**src/rtl/code_ram_arbiter_if.sv**
```systemverilog
// code_ram_arbiter_if: requester and code RAM signals around the arbiter
interface code_ram_arbiter_if #(
    parameter int ADDR_W = 9,
    parameter int DATA_W = 16
);
    logic              a_req;
    logic              a_we;
    logic [ADDR_W-1:0] a_addr;
    logic [DATA_W-1:0] a_wdata;
    logic              a_gnt;
    logic              a_rvalid;
    logic [DATA_W-1:0] a_rdata;
    logic              b_req;
    logic [ADDR_W-1:0] b_addr;
    logic              b_gnt;
    logic              b_rvalid;
    logic [DATA_W-1:0] b_rdata;
    logic [ADDR_W-1:0] ram_addr;
    logic [DATA_W-1:0] ram_wdata;
    logic              ram_we;
    logic [DATA_W-1:0] ram_rdata;
    modport slave (
        input  a_req, a_we, a_addr, a_wdata, b_req, b_addr, ram_rdata,
        output a_gnt, a_rvalid, a_rdata, b_gnt, b_rvalid, b_rdata, ram_addr, ram_wdata, ram_we
    );
    modport master (
        output a_req, a_we, a_addr, a_wdata, b_req, b_addr, ram_rdata,
        input  a_gnt, a_rvalid, a_rdata, b_gnt, b_rvalid, b_rdata, ram_addr, ram_wdata, ram_we
    );
endinterface

```
**src/rtl/code_ram_arbiter.sv**
```systemverilog
// code_ram_arbiter: shares one code RAM port between the loader (A, r/w) and
// instruction fetch (B, read-only); loader priority with a starvation guard.
module code_ram_arbiter #(
    parameter int ADDR_W     = 9,
    parameter int DATA_W     = 16,
    parameter int STARVE_MAX = 4
) (
    input logic              clock,
    input logic              reset,
    code_ram_arbiter_if.slave bus
);
    localparam logic [3:0] starve_lim = 4'(STARVE_MAX);
    logic [3:0]        starve_cnt;
    logic [ADDR_W-1:0] hold_addr;
    logic              a_pend;
    logic              b_pend;
    always_comb begin
        bus.b_gnt     = ~reset & bus.b_req & (~bus.a_req | (starve_cnt == starve_lim));
        bus.a_gnt     = ~reset & bus.a_req & ~bus.b_gnt;
        bus.ram_addr  = bus.a_gnt ? bus.a_addr : bus.b_gnt ? bus.b_addr : hold_addr;
        bus.ram_we    = bus.a_gnt & bus.a_we;
        bus.ram_wdata = bus.a_gnt ? bus.a_wdata : '0;
        bus.a_rvalid  = a_pend;
        bus.b_rvalid  = b_pend;
        bus.a_rdata   = bus.ram_rdata;
        bus.b_rdata   = bus.ram_rdata;
    end
    // Idle cycles keep presenting the last address so the RAM output stays put.
    always_ff @(posedge clock or posedge reset) begin
        if (reset) begin
            starve_cnt <= '0;
            hold_addr  <= '0;
            a_pend     <= 1'b0;
            b_pend     <= 1'b0;
        end else begin
            a_pend     <= bus.a_gnt & ~bus.a_we;
            b_pend     <= bus.b_gnt;
            hold_addr  <= bus.ram_addr;
            starve_cnt <= (bus.b_req & ~bus.b_gnt) ? ((starve_cnt == starve_lim) ? starve_cnt : starve_cnt + 4'd1) : 4'd0;
        end
    end
endmodule
```
**src/flat_wrapper.sv**
```systemverilog
// flat-port wrapper written by rule: the top's interface ports become plain ports
module code_ram_arbiter_flat 
#(
    parameter int ADDR_W     = 9,
    parameter int DATA_W     = 16,
    parameter int STARVE_MAX = 4
)
  (clock, reset, bus_a_req, bus_a_we, bus_a_addr, bus_a_wdata, bus_b_req, bus_b_addr, bus_ram_rdata, bus_a_gnt, bus_a_rvalid, bus_a_rdata, bus_b_gnt, bus_b_rvalid, bus_b_rdata, bus_ram_addr, bus_ram_wdata, bus_ram_we);
  code_ram_arbiter_if #(.ADDR_W(ADDR_W), .DATA_W(DATA_W)) bus_i ();
  input logic clock;
  input logic reset;
  input wire logic [$bits(bus_i.a_req)-1:0] bus_a_req;
  input wire logic [$bits(bus_i.a_we)-1:0] bus_a_we;
  input wire logic [$bits(bus_i.a_addr)-1:0] bus_a_addr;
  input wire logic [$bits(bus_i.a_wdata)-1:0] bus_a_wdata;
  input wire logic [$bits(bus_i.b_req)-1:0] bus_b_req;
  input wire logic [$bits(bus_i.b_addr)-1:0] bus_b_addr;
  input wire logic [$bits(bus_i.ram_rdata)-1:0] bus_ram_rdata;
  output wire logic [$bits(bus_i.a_gnt)-1:0] bus_a_gnt;
  output wire logic [$bits(bus_i.a_rvalid)-1:0] bus_a_rvalid;
  output wire logic [$bits(bus_i.a_rdata)-1:0] bus_a_rdata;
  output wire logic [$bits(bus_i.b_gnt)-1:0] bus_b_gnt;
  output wire logic [$bits(bus_i.b_rvalid)-1:0] bus_b_rvalid;
  output wire logic [$bits(bus_i.b_rdata)-1:0] bus_b_rdata;
  output wire logic [$bits(bus_i.ram_addr)-1:0] bus_ram_addr;
  output wire logic [$bits(bus_i.ram_wdata)-1:0] bus_ram_wdata;
  output wire logic [$bits(bus_i.ram_we)-1:0] bus_ram_we;
  assign bus_i.a_req = bus_a_req;
  assign bus_i.a_we = bus_a_we;
  assign bus_i.a_addr = bus_a_addr;
  assign bus_i.a_wdata = bus_a_wdata;
  assign bus_i.b_req = bus_b_req;
  assign bus_i.b_addr = bus_b_addr;
  assign bus_i.ram_rdata = bus_ram_rdata;
  assign bus_a_gnt = bus_i.a_gnt;
  assign bus_a_rvalid = bus_i.a_rvalid;
  assign bus_a_rdata = bus_i.a_rdata;
  assign bus_b_gnt = bus_i.b_gnt;
  assign bus_b_rvalid = bus_i.b_rvalid;
  assign bus_b_rdata = bus_i.b_rdata;
  assign bus_ram_addr = bus_i.ram_addr;
  assign bus_ram_wdata = bus_i.ram_wdata;
  assign bus_ram_we = bus_i.ram_we;
  code_ram_arbiter #(.ADDR_W(ADDR_W), .DATA_W(DATA_W), .STARVE_MAX(STARVE_MAX)) u_core (.clock(clock), .reset(reset), .bus(bus_i));
endmodule
```
**config.mk**
```make
export PLATFORM = sky130hd
export DESIGN_NAME = code_ram_arbiter_flat
export DESIGN_NICKNAME = d
export VERILOG_FILES = /design/src/rtl/code_ram_arbiter_if.sv /design/src/rtl/code_ram_arbiter.sv /design/src/flat_wrapper.sv
export SDC_FILE = /design/constraint.sdc
export NUM_CORES = 1
export LEC_CHECK = 0
export ABC_AREA = 1
export CORE_MARGIN = 1
export CORE_UTILIZATION = 31
export DETAILED_ROUTE_END_ITERATION = 7
export MAX_ROUTING_LAYER = met4
export PLACE_DENSITY_LB_ADDON = 0.25
export SLEW_MARGIN = 20
export SYNTH_ARGS = -nofsm -noshare
export SYNTH_HDL_FRONTEND = slang
export SYNTH_SLANG_ARGS = --single-unit
```
**constraint.sdc**
```tcl
create_clock -name clock -period 1.8 [get_ports clock]
set_input_delay 0.18 -clock clock [delete_from_list [all_inputs] [get_ports clock]]
set_output_delay 0.18 -clock clock [all_outputs]
set_load 0.02 [all_outputs]
```
==> flow_summary.yaml, run 1 <==
status:
  outcome: "finished clean"
yosys:
  synth-adder-area-share_pct: 1.90
  syn_nets: 253
  synth-seq-area-share_pct: 28.6
  yosysTopAreaCellShare_pct: 28.6
  yosysWarnings: 0
  synth_top_family_by_area: "buffers and inverters"
  avgSynthCellArea_um2: 6.70
  yosysUniqueCellTypes: 16
  synth_mux_area_share_pct: 0
  synth_xor_area_share_pct: 0.667
  ys_seq_elements: 15
  syn_inst: 196
  synth_simple_gate_area_share_pct: 32.0
  netlist_area_um2: 1310
  yosys.area.top_type: "dfrtp_1"
  synth_area_leaders: "dfrtp_1 29%, buf_4 18%, inv_1 14%"
  synth-compound-area-share_pct: 1.14
worst_setup_path:
  r2r_cells: 10
  r2r_slack_ps: 270
  crit_buf_inv: 4
  r2r_start: "u_core.starve_cnt[0]"
  crit_start: "u_core.starve_cnt[0]"
  critical_path_class: "reg2out"
  r2r-end: "u_core.starve_cnt[1]"
  arrival_ps: 1610
  slowest_stage: "dfrtp_1"
  required_ps: 1620
  crit_path_start_kind: "flop"
  path_depth: 11
  end_kind: "output port"
  path_cells: "inv_2 -> ha_4 -> nand3_4 -> nand2_8 -> buf_12 -> nand2_4 -> nand2_2 -> nand2_1 -> nand2_1 -> inv_1 -> buf_6"
  max_stage_delay_ps: 390
  path_max_fanout: 5
  critPathTopFamily: "simple AND/OR/NAND/NOR gates"
  crit_top_cell: "nand2_1"
flow_run:
  maxCapViolCount: 0
floorplanning:
  rows: 23
  ios: 117
  start_util_pct: 32.6
  die_x_um: 67.1
  die_area_um2: 4500
  core_um2: 4030
  die_h_um: 67.1
global_route:
  antenna_found_initial: 0
  grt_max_degree: 16
  overflow: 0
  grt_usage_pct: 15.9
  grt_pass1_wl_um: 5130
  first_global_vias: 1148
sta:
  final-setup-viol-count: 0
  rsz0062_at_grt: "true"
  report.final.slew_viol_count: 0
  finalCriticalPeriod_ps: 1790
  finClkSkew_ps: 1.30
  worstMarginPinSlew_ps: 274
  hold_ws_ps: 360
  slew_headroom_pct: 81.7
  finalHoldViolCount: 0
  clock.fmax_mhz: 558
  setup_slack_ps: 8.83
  finalCritPeriodShare_pct: 99.5
worst_hold_path:
  min_to: "bus_a_rdata[7]"
  hp-class: "in2out"
  min_path_cells: 0
  min_from: "bus_ram_rdata[7]"
pwr:
  p_per_area_nw_per_um2: 613
  power_mw: 1.28
  leakage_nw: 1.20
  ir_drop_mv: 0.269
clock_tree:
  cts_max_path_buffers: 2
  htreeDepth: 1
  numCtsBuffers: 3
  tritoncts: "yes"
  clock_latency_ps: 250
  cts_root_buffer: "clkbuf_8"
  clock_sinks: 15
  clk_pin_slew_worst_paths_ps: 60
finish:
  drive_gt1_share_pct: 33.5
  layout_commonest_cell: "inv_1"
  final_area_um2: 2080
  area_growth_pct: 58.4
  fill_cells: 430
  nets: 318
  final_cell_mix: "40 x inv_1, 39 x clkdlybuf4s50_1, 32 x nand2_1, 24 x buf_4"
  diodes: 0
detailed_routing:
  wl_per_cell_um: 10.5
  viasPerCell: 4.15
  wirelength_um: 3260
  vias: 1287
  post-route-drc-count: 0
  drt-initial-drc-count: 63
  drtPass1Iterations: 4
  antenna_left: 0
placement:
  io_buffers: 68
  place_ws_ps: -385
  place.gp.congestion: 0.735
  dpl.hpwl_um: 2300
  placed_cell_area_um2: 1920
## kinds of logic after synthesis
family          Yosys count
simple gates             88
buf+inv                  87
flops                    15
compound gates            3
fa+ha+maj                 2
xor+xnor                  1
## Yosys cell counts, drive strengths merged
cell type	instances
nand4	3
inv	52
nand2	44
dfrtp	15
buf	35
xnor2	1
ha	2
nor2	20
a21oi	3
nand3	21
## final cells by class
cell class	count	area, um^2	share of cell area, %
Clock inverter	1	5.00	0.241
Multi-Input combinational cell	98	593	28.5
Timing Repair Buffer	91	806	38.7
Sequential cell	15	375	18.0
Tap cell	50	62.6	3.01
Inverter	52	198	9.50
Clock buffer	3	41.3	1.98
## stage by stage
| step | utilization [%] | TNS, ps | instances |
|---|---|---|---|
| 2_1_floorplan | - | 0 | 196 |
| 3_3_place_gp | 47.6 | -9650 | 297 |
| 3_5_place_dp | 47.6 | -9750 | 297 |
| 4_1_cts | 49.2 | 0 | 306 |
| 5_1_grt | 51.6 | -447 | 310 |
| 6_report | 51.6 | 0 | 310 |
## layer usage
metal	part of all wire (%)	global-route usage (%)
met3	6.5	3.42
met5	0	-
met2	47	23.9
met1	44	19.6
met4	2.6	9.04
## sequential cells by signal, indices dropped and copies added (netlist names)
signal and cells:
u_core.bus.b_rvalid 1, u_core.starve_cnt 4, u_core.bus.a_rvalid 1, u_core.hold_addr 9
## worst max-delay path by stage
stage	endpoint	slack [ps]
floorplan	bus_ram_wdata[10]	140
global placement	bus_ram_wdata[2]	-390
detailed placement	bus_ram_wdata[2]	-380
CTS	bus_ram_we	2
global route	bus_ram_addr[3]	-70
finish	bus_ram_addr[5]	9
## power by group
part / internal [mW] / switching, mW
Combinational: 0.299 / 0.301
Sequential: 0.381 / 0.0148
Clock: 0.154 / 0.125
Total: 0.834 / 0.441
## what timing repair did
action / in CTS / in global routing
pin swaps: 3 / 2
hold buffers: 0 / 0
cloned: 3 / 1
endpoints found under the setup margin: 28 / 18
resized for setup: 128 / 36
buffers inserted: 2 / 3
Note: power is estimated with default switching activity, not from simulation.
==> run 2, diff against run 1 <==
--- a/config.mk
+++ b/config.mk
@@ -7,7 +7,7 @@
 export LEC_CHECK = 0
 export ABC_AREA = 1
 export CORE_MARGIN = 1
-export CORE_UTILIZATION = 31
+export CORE_UTILIZATION = 28
 export DETAILED_ROUTE_END_ITERATION = 7
 export MAX_ROUTING_LAYER = met4
 export PLACE_DENSITY_LB_ADDON = 0.25
==> constraint.sdc (replaced) <==
create_clock -name clock -period 1.5 [get_ports clock]
set_input_delay 0.15 -clock clock [delete_from_list [all_inputs] [get_ports clock]]
set_output_delay 0.15 -clock clock [all_outputs]
set_load 0.02 [all_outputs]
==> flow_summary.yaml, run 2 (same netlist as run 1, synthesis figures left out) <==
worst_setup_path:
  path_cells: "inv_2 -> ha_4 -> nand3_4 -> nand2_4 -> buf_6 -> buf_6 -> nand3_1 -> nand2_1 -> nand2_1 -> inv_2 -> buf_6"
  arrival_ps: 1660
  critPathTopFamily: "buffers and inverters"
  required_ps: 1350
  critical_path_class: "reg2out"
  end_kind: "output port"
  max_stage_delay_ps: 390
  crit_path_start_kind: "flop"
  path_max_fanout: 6
  slowest_stage: "dfrtp_1"
  crit_buf_inv: 5
  crit_top_cell: "buf_6"
sta:
  rsz0062_at_grt: "true"
  finClkSkew_ps: 8.92
  report.final.slew_viol_count: 0
  finalCritPeriodShare_pct: 120
  worstMarginPinSlew_ps: 275
  finalCriticalPeriod_ps: 1810
  setup_slack_ps: -305
  hold_ws_ps: 283
  finalHoldViolCount: 0
  clock.fmax_mhz: 554
  slew_headroom_pct: 81.6
  finalSetupTns_ps: -6920
  final-setup-viol-count: 29
floorplanning:
  start_util_pct: 29.6
  die_x_um: 70.5
  die_h_um: 70.5
  core_um2: 4440
  rows: 24
  ios: 117
  die_area_um2: 4970
finish:
  regMostFlops: "u_core.hold_addr"
  final_cell_mix: "40 x clkdlybuf4s50_1, 38 x inv_1, 33 x buf_4, 32 x buf_6, 29 x nand2_1"
  diodes: 0
  reg_top3: "u_core.hold_addr x9, u_core.starve_cnt x4"
  nets: 334
  fill_cells: 427
  final_area_um2: 2470
  instances_no_fill: 328
  largest_reg_flops: 9
  drive_gt1_share_pct: 46.7
  layout_commonest_cell: "clkdlybuf4s50_1"
  area_growth_pct: 88.0
flow_run:
  maxCapViolCount: 0
placement:
  dpl.hpwl_um: 2590
  place_ws_ps: -555
  dp.cells: 301
  place.gp.congestion: 0.807
  io_buffers: 68
  placed_cell_area_um2: 1970
worst_hold_path:
  hp-class: "in2async"
clock_tree:
  htreeDepth: 1
  tritoncts: "yes"
  postCtsHoldBufs: 0
  clk_pin_slew_worst_paths_ps: 70
  numCtsBuffers: 3
  cts_max_path_buffers: 2
  cts_root_buffer: "clkbuf_8"
  clock_sinks: 15
  clock_latency_ps: 250
detailed_routing:
  drt-initial-drc-count: 39
  antenna_left: 0
  vias: 1359
  post-route-drc-count: 4
  viasPerCell: 4.14
  drtPass1Iterations: 5
  wl_per_cell_um: 11.2
  wirelength_um: 3670
pwr:
  p_per_area_nw_per_um2: 684
  leakage_nw: 1.29
  ir_drop_mv: 0.298
global_route:
  overflow: 0
  grt_pass1_wl_um: 5690
  first_global_vias: 1359
  grt_usage_pct: 14.9
  grt_max_degree: 16
  antenna_found_initial: 0
status:
  violations: "design-rule violations, negative setup slack"
  outcome: "finished with violations"
[run 2: per-layer routing]
metal / up-vias / routed length [um] / track usage [%]
li1: 698 / - / -
met1: 606 / 1460 / 16.1
met2: 43 / 1960 / 26.6
met3: 12 / 179 / 2.89
met4: 0 / 65 / 6.12
met5: - / 0 / -
[run 2: where the power goes]
part	switching (mW)	internal [mW]
clock network	0.155	0.187
registers	0.0215	0.458
logic	0.410	0.458
total	0.587	1.10
[run 2: cell type report]
cell class              instances  area, um^2  share of cell area [%]
inverters                      52         198                    8.00
clock buffers                   3        41.3                    1.67
flip-flops and latches         15         375                    15.2
clock inverters                 1        7.51                   0.304
well taps                      52        65.1                    2.63
multi-input cells              96         702                    28.4
repair buffers                109        1080                    43.8
[run 2: worst register-to-register path, cell delays in order, from the launching register on]
cell	delay [ps]
dfrtp_1	390
inv_2	80
ha_4	160
nand3_4	90
nand2_4	100
nand2_8	100
buf_6	150
nand2_2	40
nand2_1	40
nand2_1	70
inv_2	50
buf_4	120
buf_4	120
[run 2: path summary, 6_finish.rpt]
| kind | depth (start not counted) | slack, ps | startpoint | endpoint |
|---|---|---|---|---|
| setup / recovery | 11 | -310 | u_core.starve_cnt[0] | bus_ram_addr[6] |
| hold / removal | 3 | 280 | reset | u_core.hold_addr[7] |
| setup reg to reg | 12 | -100 | u_core.starve_cnt[0] | u_core.hold_addr[2] |
| hold reg to reg | 3 | 570 | u_core.starve_cnt[3] | u_core.starve_cnt[3] |
| max in group asynchronous | 3 | 1020 | reset | u_core.hold_addr[3] |
| min in group clock | 0 | 300 | bus_ram_rdata[9] | bus_b_rdata[9] |
[run 2: repair_timing]
action | 4_1_cts | 5_1_grt
resized for setup | 186 | 33
buffers inserted | 12 | 9
endpoints found under the hold margin | 0 | 0
cloned | 3 | 0
pin swaps | 7 | 10
endpoints found under the setup margin | 29 | 36
[run 2: through the flow]
stage,power [mW],util (%)
2_1_floorplan,0.931,-
3_3_place_gp,1.14,44.3
3_5_place_dp,1.15,44.3
4_1_cts,1.62,51.2
5_1_grt,1.80,55.6
6_report,1.69,55.6
